**src/rtl/mext_pkg.sv**
```systemverilog
// Shared definitions for the sequential RV32/64 M-extension unit:
// funct3 op encodings, FSM state encoding and counter sizing.
package mext_pkg;

  localparam logic [2:0] OP_MUL    = 3'd0;
  localparam logic [2:0] OP_MULH   = 3'd1;
  localparam logic [2:0] OP_MULHSU = 3'd2;
  localparam logic [2:0] OP_MULHU  = 3'd3;
  localparam logic [2:0] OP_DIV    = 3'd4;
  localparam logic [2:0] OP_DIVU   = 3'd5;
  localparam logic [2:0] OP_REM    = 3'd6;
  localparam logic [2:0] OP_REMU   = 3'd7;

  typedef logic [1:0] state_t;

  localparam state_t ST_IDLE = 2'd0;
  localparam state_t ST_CALC = 2'd1;
  localparam state_t ST_DONE = 2'd2;

  function automatic int cnt_w(input int xlen);
    return $clog2(xlen + 1);
  endfunction

endpackage

```
**src/rtl/mext_seq_unit_if.sv**
```systemverilog
// Request/response bundle between an issuing pipeline and mext_seq_unit.
interface mext_seq_unit_if #(
  parameter int XLEN = 32
);
  logic            start;
  logic [2:0]      op;
  logic [XLEN-1:0] a;
  logic [XLEN-1:0] b;
  logic            kill;
  logic            ready;
  logic            done;
  logic [XLEN-1:0] result;

  modport master (output start, op, a, b, kill, input ready, done, result);
  modport slave  (input start, op, a, b, kill, output ready, done, result);
endinterface

```
**src/rtl/mext_shift_core.sv**
```systemverilog
// Radix-2 datapath on operand magnitudes: shift-add multiply and restoring
// divide sharing one XLEN+1-bit adder. acc_nxt/q_nxt are the post-step values.
module mext_shift_core #(
  parameter int XLEN = 32
) (
  input  logic            clk,
  input  logic            rst,
  input  logic            load,
  input  logic            step,
  input  logic            is_div,
  input  logic [XLEN-1:0] a_mag,
  input  logic [XLEN-1:0] b_mag,
  output logic [XLEN-1:0] acc_nxt,
  output logic [XLEN-1:0] q_nxt
);

  logic [XLEN-1:0] acc_q, acc_d;
  logic [XLEN-1:0] q_q, q_d;
  logic [XLEN-1:0] m_q, m_d;
  logic [XLEN:0]   shifted;
  logic [XLEN:0]   add_a, add_b, sum;
  logic            cin, cout;

  // Divide subtracts via add of the complement; carry-out means no borrow.
  always_comb begin
    shifted = {acc_q, q_q[XLEN-1]};
    if (is_div) begin
      add_a = shifted;
      add_b = ~{1'b0, m_q};
      cin   = 1'b1;
    end else begin
      add_a = {1'b0, acc_q};
      add_b = q_q[0] ? {1'b0, m_q} : '0;
      cin   = 1'b0;
    end
    {cout, sum} = {1'b0, add_a} + {1'b0, add_b} + {{(XLEN+1){1'b0}}, cin};
    if (is_div) begin
      if (cout) begin
        acc_nxt = sum[XLEN-1:0];
        q_nxt   = {q_q[XLEN-2:0], 1'b1};
      end else begin
        acc_nxt = shifted[XLEN-1:0];
        q_nxt   = {q_q[XLEN-2:0], 1'b0};
      end
    end else begin
      acc_nxt = sum[XLEN:1];
      q_nxt   = {sum[0], q_q[XLEN-1:1]};
    end
  end

  always_comb begin
    acc_d = acc_q;
    q_d   = q_q;
    m_d   = m_q;
    if (load) begin
      acc_d = '0;
      q_d   = a_mag;
      m_d   = b_mag;
    end else if (step) begin
      acc_d = acc_nxt;
      q_d   = q_nxt;
    end
  end

  always_ff @(posedge clk or posedge rst) begin
    if (rst) begin
      acc_q <= '0;
      q_q   <= '0;
      m_q   <= '0;
    end else begin
      acc_q <= acc_d;
      q_q   <= q_d;
      m_q   <= m_d;
    end
  end

endmodule

```
**src/rtl/mext_seq_unit.sv**
```systemverilog
// Sequential M-extension multiply/divide unit: FSM, operand sign handling,
// early-out for divide-by-zero/overflow, and result staging.
//   state   | meaning
//   IDLE    | ready for a request
//   CALC    | one radix-2 step per cycle, XLEN cycles
//   DONE    | done pulse, result presented
module mext_seq_unit
  import mext_pkg::*;
#(
  parameter int XLEN      = 32,
  parameter int EARLY_OUT = 1
) (
  input  logic           clk,
  input  logic           rst,
  mext_seq_unit_if.slave bus
);

  localparam int CNT_W = cnt_w(XLEN);

  state_t           state_q, state_d;
  logic [CNT_W-1:0] cnt_q, cnt_d;
  logic [2:0]       op_q, op_d;
  logic             neg_q, neg_d;
  logic [XLEN-1:0]  pend_q, pend_d;
  logic [XLEN-1:0]  hold_q, hold_d;

  logic              is_div, a_sgn, b_sgn, a_neg, b_neg, b_zero, eo_ovf;
  logic [XLEN-1:0]   a_mag, b_mag, eo_res;
  logic              load, step;
  logic [XLEN-1:0]   acc_nxt, q_nxt;
  logic [2*XLEN-1:0] prod, prod_fix;
  logic [XLEN-1:0]   div_val, div_fix, calc_res;

  always_comb begin
    is_div = bus.op[2];
    a_sgn  = is_div ? ~bus.op[0] : (bus.op != OP_MULHU);
    b_sgn  = is_div ? ~bus.op[0] : (bus.op == OP_MUL || bus.op == OP_MULH);
    a_neg  = a_sgn & bus.a[XLEN-1];
    b_neg  = b_sgn & bus.b[XLEN-1];
    a_mag  = a_neg ? -bus.a : bus.a;
    b_mag  = b_neg ? -bus.b : bus.b;
    b_zero = (bus.b == '0);
    eo_ovf = is_div & ~bus.op[0] & (&bus.b) &
             (bus.a == {1'b1, {(XLEN-1){1'b0}}});
    // Divide-by-zero: q = all ones, r = a.  Overflow: q = a (MIN), r = 0.
    if (b_zero) eo_res = bus.op[1] ? bus.a : '1;
    else        eo_res = bus.op[1] ? '0 : bus.a;
  end

  always_comb begin
    prod     = {acc_nxt, q_nxt};
    prod_fix = neg_q ? -prod : prod;
    div_val  = op_q[1] ? acc_nxt : q_nxt;
    div_fix  = neg_q ? -div_val : div_val;
    if (op_q[2])              calc_res = div_fix;
    else if (op_q == OP_MUL)  calc_res = prod_fix[XLEN-1:0];
    else                      calc_res = prod_fix[2*XLEN-1:XLEN];
  end

  mext_shift_core #(.XLEN(XLEN)) u_core (
    .clk     (clk),
    .rst     (rst),
    .load    (load),
    .step    (step),
    .is_div  (op_q[2]),
    .a_mag   (a_mag),
    .b_mag   (b_mag),
    .acc_nxt (acc_nxt),
    .q_nxt   (q_nxt)
  );

  always_comb begin
    state_d = state_q;
    cnt_d   = cnt_q;
    op_d    = op_q;
    neg_d   = neg_q;
    pend_d  = pend_q;
    hold_d  = hold_q;
    load    = 1'b0;
    step    = 1'b0;
    case (state_q)
      ST_IDLE: begin
        if (bus.start && !bus.kill) begin
          op_d  = bus.op;
          cnt_d = '0;
          // Quotient of x/0 is all ones regardless of the dividend sign.
          if (is_div) neg_d = bus.op[1] ? a_neg : ((a_neg ^ b_neg) & ~b_zero);
          else        neg_d = a_neg ^ b_neg;
          if ((EARLY_OUT != 0) && is_div && (b_zero || eo_ovf)) begin
            pend_d  = eo_res;
            state_d = ST_DONE;
          end else begin
            load    = 1'b1;
            state_d = ST_CALC;
          end
        end
      end
      ST_CALC: begin
        if (bus.kill) begin
          state_d = ST_IDLE;
        end else begin
          step  = 1'b1;
          cnt_d = cnt_q + CNT_W'(1);
          if (cnt_q == CNT_W'(XLEN-1)) begin
            pend_d  = calc_res;
            state_d = ST_DONE;
          end
        end
      end
      ST_DONE: begin
        state_d = ST_IDLE;
        if (!bus.kill) hold_d = pend_q;
      end
      default: state_d = ST_IDLE;
    endcase
  end

  always_ff @(posedge clk or posedge rst) begin
    if (rst) begin
      state_q <= ST_IDLE;
      cnt_q   <= '0;
      op_q    <= '0;
      neg_q   <= 1'b0;
      pend_q  <= '0;
      hold_q  <= '0;
    end else begin
      state_q <= state_d;
      cnt_q   <= cnt_d;
      op_q    <= op_d;
      neg_q   <= neg_d;
      pend_q  <= pend_d;
      hold_q  <= hold_d;
    end
  end

  // A kill in DONE suppresses the pulse and keeps the old result visible.
  assign bus.ready  = (state_q == ST_IDLE);
  assign bus.done   = (state_q == ST_DONE) && !bus.kill;
  assign bus.result = bus.done ? pend_q : hold_q;

endmodule

```
**src/flat_wrapper.sv**
```systemverilog
// flat-port wrapper written by rule: the top's interface ports become plain ports
module mext_seq_unit_flat import mext_pkg::*;
#(
  parameter int XLEN      = 32,
  parameter int EARLY_OUT = 1
)
  (clk, rst, bus_start, bus_op, bus_a, bus_b, bus_kill, bus_ready, bus_done, bus_result);
  mext_seq_unit_if #(.XLEN(XLEN)) bus_i ();
  input  logic clk;
  input  logic rst;
  input wire logic [$bits(bus_i.start)-1:0] bus_start;
  input wire logic [$bits(bus_i.op)-1:0] bus_op;
  input wire logic [$bits(bus_i.a)-1:0] bus_a;
  input wire logic [$bits(bus_i.b)-1:0] bus_b;
  input wire logic [$bits(bus_i.kill)-1:0] bus_kill;
  output wire logic [$bits(bus_i.ready)-1:0] bus_ready;
  output wire logic [$bits(bus_i.done)-1:0] bus_done;
  output wire logic [$bits(bus_i.result)-1:0] bus_result;
  assign bus_i.start = bus_start;
  assign bus_i.op = bus_op;
  assign bus_i.a = bus_a;
  assign bus_i.b = bus_b;
  assign bus_i.kill = bus_kill;
  assign bus_ready = bus_i.ready;
  assign bus_done = bus_i.done;
  assign bus_result = bus_i.result;
  mext_seq_unit #(.XLEN(XLEN), .EARLY_OUT(EARLY_OUT)) u_core (.clk(clk), .rst(rst), .bus(bus_i));
endmodule
```
**config.mk**
```make
export PLATFORM = sky130hd
export DESIGN_NAME = mext_seq_unit_flat
export DESIGN_NICKNAME = d
export VERILOG_FILES = /design/src/rtl/mext_pkg.sv /design/src/rtl/mext_seq_unit_if.sv /design/src/rtl/mext_shift_core.sv /design/src/rtl/mext_seq_unit.sv /design/src/flat_wrapper.sv
export SDC_FILE = /design/constraint.sdc
export NUM_CORES = 1
export LEC_CHECK = 0
export BUFFER_PORTS_ARGS = -buffer_cell sky130_fd_sc_hd__buf_4
export CORE_AREA = 2 2 195 197
export CTS_BUF_LIST = sky130_fd_sc_hd__clkbuf_16
export DETAILED_ROUTE_END_ITERATION = 10
export DIE_AREA = 0 0 197 199
export HOLD_SLACK_MARGIN = 0.12
export PLACE_DENSITY = 0.73
export SYNTH_ARGS = -nofsm -noshare
export SYNTH_HDL_FRONTEND = slang
export SYNTH_SLANG_ARGS = --single-unit
```
**constraint.sdc**
```tcl
create_clock -name clk -period 8.8 [get_ports clk]
set_input_delay 0.88 -clock clk [delete_from_list [all_inputs] [get_ports clk]]
set_output_delay 0.88 -clock clk [all_outputs]
set_load 0.01 [all_outputs]
```
==> flow_metrics.env <==
export IMPL_run_status="complete, no violations"
export IMPL_port_buffers=104
export IMPL_worstSetupPathType="register to register"
export IMPL_io_pins=105
export IMPL_ys_seq_area_share_pct=26.0
export IMPL_synthToLayoutAreaGrowth_pct=9.09
export IMPL_clock_path_buffers=2
export IMPL_syn_nets=2274
export IMPL_initial_utilization_pct=44.6
export IMPL_p_seq_share_pct=23.9
export IMPL_drive_gt1_share_pct=14.4
export IMPL_n_fill_cell=3601
export IMPL_grt_pass1_wl_mm=93.0
export IMPL_tns_ps=0
export IMPL_yosys_most_used_dff="dfrtp_1"
export IMPL_peakVddDrop_mv=0.203
export IMPL_p_comb_share_pct=59.8
export IMPL_cp_required_ps=9210
export IMPL_grt_max_degree=95
export IMPL_ctsResizeCount=0
export IMPL_tightest_slew_ps=1090
export IMPL_synth_area_top_cells="dfrtp_1, o21ai_0, nand2_1, mux2_2, a21oi_1"
export IMPL_p_per_area_nw_per_um2=263
export IMPL_antenna_found_initial=1
export IMPL_finalHoldViolations=0
export IMPL_htreeDepth=4
export IMPL_via_count=17200
export IMPL_drtIter0Drc=1976
export IMPL_hpwlAfterDp_mm=44.9
export IMPL_wl_per_cell_um=22.7
export IMPL_hold_buffers=0
export IMPL_crit_slowest_cell="or4_1"
export IMPL_whs_ps=446
export IMPL_overflow=0
export IMPL_synthArstFlopShare_pct=100
export IMPL_clock_skew_ps=24.0
export IMPL_vias_per_cell=6.51
export IMPL_die_y_um=199
export IMPL_synth_area_um2=16500
export IMPL_cp_arrival_ps=7770
export IMPL_die_area_um2=39200
export IMPL_syn_inst=2163
export IMPL_crit_chain="buf_4 -> mux2_2 -> ha_1 -> a21o_1 -> a211o_1 -> a22oi_1 -> o21a_2 -> nand2_4 -> nor2_1 -> ha_1 -> o2111ai_1 -> or2_1 -> nor3_1 -> nand4_1 -> inv_1 -> nand4_1 -> or4_1 -> nor3_1 -> a2111o_1 -> a31oi_1 -> nor4_1 -> a211o_1"
export IMPL_tritoncts="done"
export IMPL_power_leakage_nw=7.25
export IMPL_drtAntennaViolNets=0
export IMPL_setup_viol=0
export IMPL_maxCapViolCount=0
export IMPL_cp_end_kind="register"
export IMPL_clk_latency_ps=470
export IMPL_dp_cells=2606
export IMPL_fmaxAchievable_mhz=136
export IMPL_finalCritPeriodShare_pct=83.7
export IMPL_die_width_um=197
export IMPL_yosysTopAreaCell="dfrtp_1"
export IMPL_finish_utilization_pct=48.6
export IMPL_swShare_pct=51.1
export IMPL_routed_wirelength_mm=59.9
export IMPL_crit_family="simple AND/OR/NAND/NOR gates"
export IMPL_grt_usage_pct=30.4
export IMPL_yosys_register_bits=172
export IMPL_yosysWarnings=0
export IMPL_slew_headroom_pct=27.4
export IMPL_clkTransAtPathRegs_ps=80
export IMPL_num_antenna_cells=0
export IMPL_design_core_area_um2=37100
export IMPL_fin_cells=2638
export IMPL_gp_congestion=1.01
export IMPL_synth_edff_count=0
export IMPL_route_detailed_drc=0
export IMPL_first_global_vias=15900
export IMPL_period_needed_ps=7370
export IMPL_slew_viol_final=0
export IMPL_critPathMaxStageDelay_ps=800
export IMPL_power_switching_w=0.00243
export IMPL_cts_setup_buffers=0
export IMPL_rsz0062_at_grt="no"
export IMPL_firstDrtPassIters=5
export IMPL_power_w=0.00476
export IMPL_rows=71
export IMPL_syn_avg_cell_area_um2=7.65
export IMPL_root_buffer="clkbuf_16"
export IMPL_synth_top_cell_area_share_pct=26.0
export IMPL_cp_start_kind="register"
export IMPL_crit_buf_inv=2
export IMPL_synthDistinctLibCells=104
export IMPL_path_max_fanout=70
export IMPL_hold_class="input pin to asynchronous set/reset pin"
export IMPL_layout_nets=2262
export IMPL_power_frac_clock_pct=16.3
export IMPL_p_int_w=0.00233
export IMPL_cts_sinks=172
export IMPL_cts_buffers=17
-- final cells by class --
cell class / instances / area [um2] / share of cell area (%)
multi-input combinational: 1790 / 11400 / 63.3
sequential: 172 / 4310 / 23.9
timing repair buffer: 131 / 983 / 5.45
tap: 474 / 593 / 3.28
clock buffer: 17 / 425 / 2.36
clock inverter: 15 / 161 / 0.894
inverter: 39 / 151 / 0.839
-- per-stage QoR --
stage | instance area, um2 | setup WS (ps)
after detailed placement | 17500 | 1640
after floorplan | 16500 | 273
after CTS | 18100 | 1600
after global routing | 18100 | 866
final | 18100 | 1430
after global placement | 17500 | 1850
-- kinds of logic after synthesis --
family,count (synthesis),share of synthesized area [%]
XOR/XNOR,146,7.73
buffers and inverters,201,5.09
AO/OA/AOI/OAI,680,27.1
adder cells (fa/ha/maj),41,3.18
AND/OR/NAND/NOR,805,23.2
flip-flops,172,26.0
multiplexers,118,7.69
-- registers in the layout, indices dropped and copies added (netlist names) --
signal	cells
u_core.u_core.m_q	32
u_core.pend_q	32
u_core.op_q	3
u_core.u_core.q_q	32
u_core.neg_q	1
u_core.u_core.acc_q	32
u_core.cnt_q	6
u_core.state_q	2
u_core.hold_q	32
-- cells in the final DEF, fill, tap and decap left out, drive strengths merged, types with 73 or more instances in the layout --
cell type / n
buf: 131
mux2: 73
dfrtp: 172
o21ai: 240
nor2: 194
a21oi: 164
xnor2: 79
nand2: 280
nor3: 73
-- final timing paths --
check	from	end	slack, ps	cells past startpoint
min reg2reg	u_core.pend_q[1]$_DFFE_PP0P_	u_core.pend_q[1]$_DFFE_PP0P_	490	2
min	rst	u_core.u_core.acc_q[31]$_DFFE_PP0P_	450	2
max	u_core.op_q[2]$_DFFE_PP0P_	u_core.pend_q[24]$_DFFE_PP0P_	1430	22
max reg2reg	u_core.op_q[2]$_DFFE_PP0P_	u_core.pend_q[24]$_DFFE_PP0P_	1430	22
min in group clk	u_core.pend_q[1]$_DFFE_PP0P_	u_core.pend_q[1]$_DFFE_PP0P_	490	2
max in group asynchronous	rst	u_core.u_core.q_q[7]$_DFFE_PP0P_	6970	3
-- cells in the mapped netlist, types with 15 or more instances --
master	count
a31oi_1	21
o221ai_1	24
and2_1	19
xnor2_1	79
mux2i_1	45
inv_1	38
buf_1	19
xor2_1	67
a211oi_1	19
nor2_1	193
dfrtp_1	172
o21ai_0	227
mux2_2	72
nor3_1	70
ha_1	38
buf_2	28
a21oi_1	158
a221oi_1	15
o31ai_1	28
or3_1	28
clkbuf_1	107
nand4_1	30
a221o_1	18
nand3_1	66
nand2_1	279
o211ai_1	20
nor4_1	15
-- per-layer routing --
metal / track usage [%] / part of all wire (%) / vias to the layer above
li1: - / - / 7902
met1: 41.7 / 43 / 8365
met2: 48.2 / 46 / 771
met3: 4.46 / 7.2 / 139
met4: 12.4 / 3.9 / 0
met5: 0 / 0 / -
-- worst reg2reg max path: cells and delay by family (launching register included) --
kind / cells / cell delay, ps
AOI/OAI and AO/OA: 8 / 1720
adders and majority gates: 2 / 600
buffers and inverters: 2 / 830
DFF: 1 / 610
muxes: 1 / 450
and+or+nand+nor: 9 / 3100
-- power by group through the flow --
stage / Sequential, W / Clock [W] / Combinational (W)
after floorplan: 0.00102 / 0 / 0.00213
after global placement: 0.00114 / 0 / 0.00275
after detailed placement: 0.00114 / 0 / 0.00278
after CTS: 0.00113 / 0.000780 / 0.00279
after global routing: 0.00115 / 0.000811 / 0.00309
final: 0.00113 / 0.000775 / 0.00285
Power figures use the tool's default switching activity.
